[src/rtl/peri_pwm_multi_if.sv]
// Wishbone B4 classic 8-bit bus bundle for the multi-channel PWM peripheral.
interface peri_pwm_multi_if;
    logic       wb_we_i;
    logic [3:0] wb_adr_i;
    logic [7:0] wb_dat_i;
    logic       wb_stb_i;
    logic [7:0] wb_dat_o;
    logic       wb_ack_o;

    modport master (
        output wb_we_i, wb_adr_i, wb_dat_i, wb_stb_i,
        input  wb_dat_o, wb_ack_o
    );

    modport slave (
        input  wb_we_i, wb_adr_i, wb_dat_i, wb_stb_i,
        output wb_dat_o, wb_ack_o
    );
endinterface

[src/rtl/peri_pwm_multi.sv]
// Multi-channel PWM peripheral: double-buffered duty/period/prescaler applied at
// period boundaries, per-channel polarity, full register readback over Wishbone.
module peri_pwm_multi #(
    parameter int unsigned CHANNELS = 3,
    parameter int unsigned RES      = 8
) (
    input  logic                clk_i,
    input  logic                rst_i,
    peri_pwm_multi_if.slave     bus,
    output logic [CHANNELS-1:0] pwm_o
);
    localparam int unsigned AW = 4;
    localparam int unsigned DW = 8;
    localparam int unsigned PW = 8;

    localparam logic [AW-1:0]  ADR_CTRL  = 4'hC;
    localparam logic [AW-1:0]  ADR_PRESC = 4'hD;
    localparam logic [AW-1:0]  ADR_TOP   = 4'hE;
    localparam logic [AW-1:0]  ADR_INV   = 4'hF;
    localparam logic [RES-1:0] TOP_RST   = {RES{1'b1}};

    typedef logic [CHANNELS-1:0][RES-1:0] duty_t;

    duty_t               duty_s, duty_s_n, duty_a, duty_a_n;
    logic [PW-1:0]       presc_s, presc_s_n, presc_a, presc_a_n;
    logic [PW-1:0]       div, div_n;
    logic [RES-1:0]      top_s, top_s_n, top_a, top_a_n;
    logic [RES-1:0]      cnt, cnt_n;
    logic [CHANNELS-1:0] inv, inv_n, raw;
    logic                en, en_n, pend, pend_n, ack_n;
    logic [DW-1:0]       rdata_n;
    logic                acc, wr, rd, buf_wr, tick, boundary, load;

    // Bus decode, shadow updates, counter advance and boundary reload.
    always_comb begin
        acc      = bus.wb_stb_i && !bus.wb_ack_o;
        wr       = acc && bus.wb_we_i;
        rd       = acc && !bus.wb_we_i;
        duty_s_n = duty_s;
        presc_s_n = presc_s;
        top_s_n  = top_s;
        inv_n    = inv;
        en_n     = en;
        buf_wr   = 1'b0;
        rdata_n  = '0;
        ack_n    = acc;

        if (wr) begin
            for (int unsigned n = 0; n < CHANNELS; n++) begin
                if (bus.wb_adr_i == AW'(n)) begin
                    duty_s_n[n] = bus.wb_dat_i[RES-1:0];
                    buf_wr      = 1'b1;
                end
            end
            case (bus.wb_adr_i)
                ADR_CTRL:  en_n = bus.wb_dat_i[0];
                ADR_PRESC: begin
                    presc_s_n = bus.wb_dat_i;
                    buf_wr    = 1'b1;
                end
                ADR_TOP: begin
                    top_s_n = bus.wb_dat_i[RES-1:0];
                    buf_wr  = 1'b1;
                end
                ADR_INV:   inv_n = bus.wb_dat_i[CHANNELS-1:0];
                default:   ;
            endcase
        end

        if (rd) begin
            for (int unsigned n = 0; n < CHANNELS; n++) begin
                if (bus.wb_adr_i == AW'(n)) rdata_n = DW'(duty_s[n]);
            end
            case (bus.wb_adr_i)
                ADR_CTRL:  rdata_n = {pend, 6'b000000, en};
                ADR_PRESC: rdata_n = presc_s;
                ADR_TOP:   rdata_n = DW'(top_s);
                ADR_INV:   rdata_n = DW'(inv);
                default:   ;
            endcase
        end

        tick     = en && (div == presc_a);
        boundary = tick && (cnt == top_a);
        // Actives follow the shadows while stopped, on stop/start, and at a boundary.
        load      = boundary || !en || !en_n;
        duty_a_n  = load ? duty_s_n  : duty_a;
        top_a_n   = load ? top_s_n   : top_a;
        presc_a_n = load ? presc_s_n : presc_a;

        if (!en || !en_n) begin
            div_n = '0;
            cnt_n = '0;
        end else if (tick) begin
            div_n = '0;
            cnt_n = boundary ? '0 : cnt + RES'(1);
        end else begin
            div_n = div + PW'(1);
            cnt_n = cnt;
        end

        pend_n = pend;
        if (load)        pend_n = 1'b0;
        else if (buf_wr) pend_n = 1'b1;
    end

    always_ff @(posedge clk_i) begin
        if (rst_i) begin
            duty_s       <= '0;
            duty_a       <= '0;
            presc_s      <= '0;
            presc_a      <= '0;
            top_s        <= TOP_RST;
            top_a        <= TOP_RST;
            inv          <= '0;
            en           <= 1'b0;
            pend         <= 1'b0;
            div          <= '0;
            cnt          <= '0;
            bus.wb_ack_o <= 1'b0;
            bus.wb_dat_o <= '0;
        end else begin
            duty_s       <= duty_s_n;
            duty_a       <= duty_a_n;
            presc_s      <= presc_s_n;
            presc_a      <= presc_a_n;
            top_s        <= top_s_n;
            top_a        <= top_a_n;
            inv          <= inv_n;
            en           <= en_n;
            pend         <= pend_n;
            div          <= div_n;
            cnt          <= cnt_n;
            bus.wb_ack_o <= ack_n;
            bus.wb_dat_o <= rdata_n;
        end
    end

    // Compare against registered state only, so the pins never glitch on bus activity.
    always_comb begin
        for (int unsigned n = 0; n < CHANNELS; n++) raw[n] = (cnt < duty_a[n]);
        pwm_o = raw ^ inv;
    end
endmodule

[src/flat_wrapper.sv]
// flat-port wrapper written by rule: the top's interface ports become plain ports
module peri_pwm_multi_flat 
#(
    parameter int unsigned CHANNELS = 3,
    parameter int unsigned RES      = 8
)
  (clk_i, rst_i, pwm_o, bus_wb_we_i, bus_wb_adr_i, bus_wb_dat_i, bus_wb_stb_i, bus_wb_dat_o, bus_wb_ack_o);
  peri_pwm_multi_if bus_i ();
  input  logic clk_i;
  input  logic rst_i;
  output logic [CHANNELS-1:0] pwm_o;
  input wire logic [$bits(bus_i.wb_we_i)-1:0] bus_wb_we_i;
  input wire logic [$bits(bus_i.wb_adr_i)-1:0] bus_wb_adr_i;
  input wire logic [$bits(bus_i.wb_dat_i)-1:0] bus_wb_dat_i;
  input wire logic [$bits(bus_i.wb_stb_i)-1:0] bus_wb_stb_i;
  output wire logic [$bits(bus_i.wb_dat_o)-1:0] bus_wb_dat_o;
  output wire logic [$bits(bus_i.wb_ack_o)-1:0] bus_wb_ack_o;
  assign bus_i.wb_we_i = bus_wb_we_i;
  assign bus_i.wb_adr_i = bus_wb_adr_i;
  assign bus_i.wb_dat_i = bus_wb_dat_i;
  assign bus_i.wb_stb_i = bus_wb_stb_i;
  assign bus_wb_dat_o = bus_i.wb_dat_o;
  assign bus_wb_ack_o = bus_i.wb_ack_o;
  peri_pwm_multi #(.CHANNELS(CHANNELS), .RES(RES)) u_core (.clk_i(clk_i), .rst_i(rst_i), .bus(bus_i), .pwm_o(pwm_o));
endmodule
[config.mk]
export PLATFORM = sky130hd
export DESIGN_NAME = peri_pwm_multi_flat
export DESIGN_NICKNAME = d
export VERILOG_FILES = /design/src/rtl/peri_pwm_multi_if.sv /design/src/rtl/peri_pwm_multi.sv /design/src/flat_wrapper.sv
export SDC_FILE = /design/constraint.sdc
export NUM_CORES = 1
export LEC_CHECK = 0
export ABC_CLOCK_PERIOD_IN_PS = 2450
export CORE_MARGIN = 2
export CORE_UTILIZATION = 55
export CTS_CLUSTER_DIAMETER = 120
export DETAILED_ROUTE_END_ITERATION = 7
export GPL_ROUTABILITY_DRIVEN = 0
export PLACE_DENSITY = 0.74
export SYNTH_ARGS = -nofsm -noshare
export SYNTH_HDL_FRONTEND = slang
export SYNTH_SLANG_ARGS = --single-unit
[constraint.sdc]
create_clock -name clk_i -period 2.45 [get_ports clk_i]
set_input_delay 0.3675 -clock clk_i [delete_from_list [all_inputs] [get_ports clk_i]]
set_output_delay 0.3675 -clock clk_i [all_outputs]
set_load 0.01 [all_outputs]
==> reports/results.txt <==
Status: finished, final reports clean
Final setup violating endpoints: 0
H-tree levels: 3
Die Y: 110.7 µm
DRC violations left: 0
Largest net degree at the start of global routing: 90
Logic pwr share: 6.1%
WP data arrival: 1.94 ns
Relative slew margins: 47.66%
Power per Cell Area: 506.5 nW/µm²
Synthesized area: 6262 µm²
Port bufs: 27
Final Hold Viols: 0
Root Buffer: clkbuf_16
Fillers: 899
CP max FO: 5
Iter 0 DRT Violations: 511
Seq pwr share: 51.2%
CP Launch Type: flop
Syn Nets: 727
I/O pin total: 28
Min-Delay Path Class: flop to flop
Seq/Total Area, Yosys: 35.16%
Synth Area in Simple Gates: 34.23%
HPWL after DPL: 11280 µm
Initial Utilization: 57.02%
Setup Buffers After CTS: 0
Pins Over Slew Limit: 0
Top routing layer in use: met4
Multi-input logic area: 3660 µm²
Drt pass-1 iters: 6
Critical path class: flop to output pin
Routed WL per cell: 19.00 µm
Compound-Gate Fraction of Synth Area: 7.153%
Final WL: 15980 µm
Clock sinks: 110
Met2 wire length: 7505 µm
Post-synth ARST share: 0%
Sw Pwr: 0.8293 mW
Core Region: 10980 µm²
Post-route ant nets: 0
Ant. Diodes: 0
WL met3: 988 µm
Post-synthesis xor/xnor area fraction: 3.497%
Vias in the first global route: 4784
Distinct cells, synth: 59
Layout cells sized above 1: 12.98%
Avg Cell Area, Syn: 9.102 µm²
Unrepaired setup endpoints after global routing: no
Post-Synth Adder-Cell Area: 4.595%
Die area: 12260 µm²
Final period util: 94.21%
Final Skew: 0.006738 ns
Largest family of logic cells by synthesized area: simple AND/OR/NAND/NOR gates
P_int: 2.686 mW
Initial antenna violation count: 0
Layout overhead on the synthesized area: 10.83%
LEAKAGE: 2.573 nW
Vias/cell: 6.321
TNS Setup: 0 ns
Worst Path Required: 2.08 ns
Clock-pin slew on the worst setup and hold paths: 0.07 ns
Synthesis-stage register bit count: 110
Worst-Skew Late Latency: 0.36 ns
Num CTS Buffers: 9
First-pass GRT wire length: 25470 µm
Nets: 735
Gr usage total: 25.96%
Number of flops mapped to enable cells by yosys: 0
FF+latch area: 2203 µm²
Chip width: 110.7 µm
Slew @ Worst Pin: 0.7851 ns
Maximum root-to-sink buffer count: 2
Synth Warn #: 0
CP Capture Type: output pin
Wl on met1: 7075 µm
Row count: 38
Fmax: 433.3 MHz
Multiplexer area fraction after synthesis: 8.591%
# Max-Cap Violations: 0
CTS tree: yes
Max VDD drop: 0.5306 mV
Top_reg_cell synth: dfxtp_1
Via count: 5316
Sw Share: 23.59%
Grt ovf: 0
Post-Syn Instances: 688
Clock Power Share: 42.7%
Total power draw: 3.516 mW
Final worst path period need: 2.308 ns
## layer usage
metal	vias to the layer above	global-route usage, %
li1	2566	-
met1	2564	33.87
met2	164	42.66
met3	22	5.249
met4	0	9.500
met5	-	0
## layout by cell type, fill, tap and decap left out, types with 7 or more instances in the layout
cell             count
nand2_1             46
mux2i_1             37
and3_1               9
nor3_1               9
nand3_1             39
nor4_2               9
xor2_1              20
clkdlybuf4s50_1     23
dfxtp_1            109
buf_4               24
or4b_1              20
ha_1                23
nor4_1              20
nor2_1              42
inv_1               21
nand4_1             35
a222oi_1             8
or4_1               42
mux2i_2              7
a21o_1               9
clkbuf_16            9
a21oi_1             11
nand2b_1            44
## sequential cells by signal, summed over array words and instances (netlist names)
register / cells
u_core.en: 1
u_core.duty_a: 24
u_core.bus.wb_ack_o: 1
u_core.duty_s: 24
u_core.div: 8
u_core.inv: 3
u_core.bus.wb_dat_o: 8
u_core.pend: 1
u_core.top_a: 8
u_core.presc_s: 8
u_core.top_s: 8
u_core.cnt: 8
u_core.presc_a: 8
## worst max-delay path, cell delays in order (launching register included)
cell	delay, ns
dfxtp_2	0.35
ha_1	0.32
a21o_1	0.17
a21o_1	0.17
a21oi_1	0.14
o31ai_1	0.10
xnor2_1	0.17
clkbuf_2	0.16
## cells by family (layout without fill, tap and decap cells)
group                    count (synthesis)  in the layout
AND/OR/NAND/NOR                        343            343
flip-flops                             110            110
buffers and inverters                   79             92
AO/OA/AOI/OAI                           60             60
multiplexers                            48             48
XOR/XNOR                                25             25
adder cells (fa/ha/maj)                 23             23
## worst paths after layout
check	endpoint	cells past startpoint	slack, ns	startpoint
max	pwm_o[0]	7	0.14	u_core.cnt[5]$_SDFFE_PP0P_
min	u_core.div[0]$_SDFF_PP0_	1	0.52	u_core.div[0]$_SDFF_PP0_
max reg2reg	u_core.duty_a[23]$_SDFFE_PP0P_	7	0.39	u_core.cnt[1]$_SDFFE_PP0P_
min reg2reg	u_core.div[0]$_SDFF_PP0_	1	0.52	u_core.div[0]$_SDFF_PP0_
## cells in the mapped netlist (all sizes together), types with 4 or more instances
cell,count,area [µm²]
nand2,48,195.2
nand3,40,205.2
a21oi,12,60.06
buf,37,262.7
a32o,6,60.06
nor2,43,163.9
nand4,35,219.0
ha,23,287.8
nor3,9,45.04
nand2b,44,275.3
xor2,20,175.2
dfxtp,110,2202
mux2i,45,489.2
a222oi,8,80.08
nor4,29,237.7
or4,42,315.3
a211oi,4,30.03
a21o,9,67.56
o31ai,4,35.03
o21ai,9,45.04
clkbuf,21,82.58
inv,21,78.83
and3,10,62.56
a22o,6,55.05
nor3b,6,45.04
or4b,22,220.2
xnor2,5,43.79
and2,4,27.53
## metrics by stage
stage | std cells | hold slack, ns | cell area (µm²) | utilization [%] | setup slack [ns]
after floorplan | 688 | 0.4584 | 6262 | - | 0.6124
after global placement | 825 | 0.4897 | 6646 | 60.51 | 0.1086
after detailed placement | 825 | 0.5099 | 6646 | 60.51 | 0.07821
after CTS | 841 | 0.5259 | 6942 | 63.20 | 0.01028
after global routing | 841 | 0.5408 | 6940 | 63.19 | 0.02389
final | 841 | 0.5249 | 6940 | 63.19 | 0.1419
## layout make-up
class	instances	area share, %
Sequential cell	110	31.75
Inverter	21	1.136
Clock buffer	10	3.299
Clock inverter	6	0.9915
Tap cell	140	2.524
Multi-Input combinational cell	499	52.73
Timing Repair Buffer	55	7.572
## power by group through the flow
stage,logic (mW),clock network [mW],registers [mW]
after floorplan,0.130,0,1.84
after global placement,0.209,0,1.84
after detailed placement,0.213,0,1.84
after CTS,0.213,1.52,1.80
after global routing,0.230,1.58,1.80
final,0.215,1.50,1.80
## repair_timing
action / 4_1_cts / 5_1_grt
pin swaps: 0 / 0
hold buffers: 0 / 0
setup endpoints to repair: 3 / 20
gates resized for setup: 4 / 9
No activity file was read; power rests on OpenSTA's default activity.
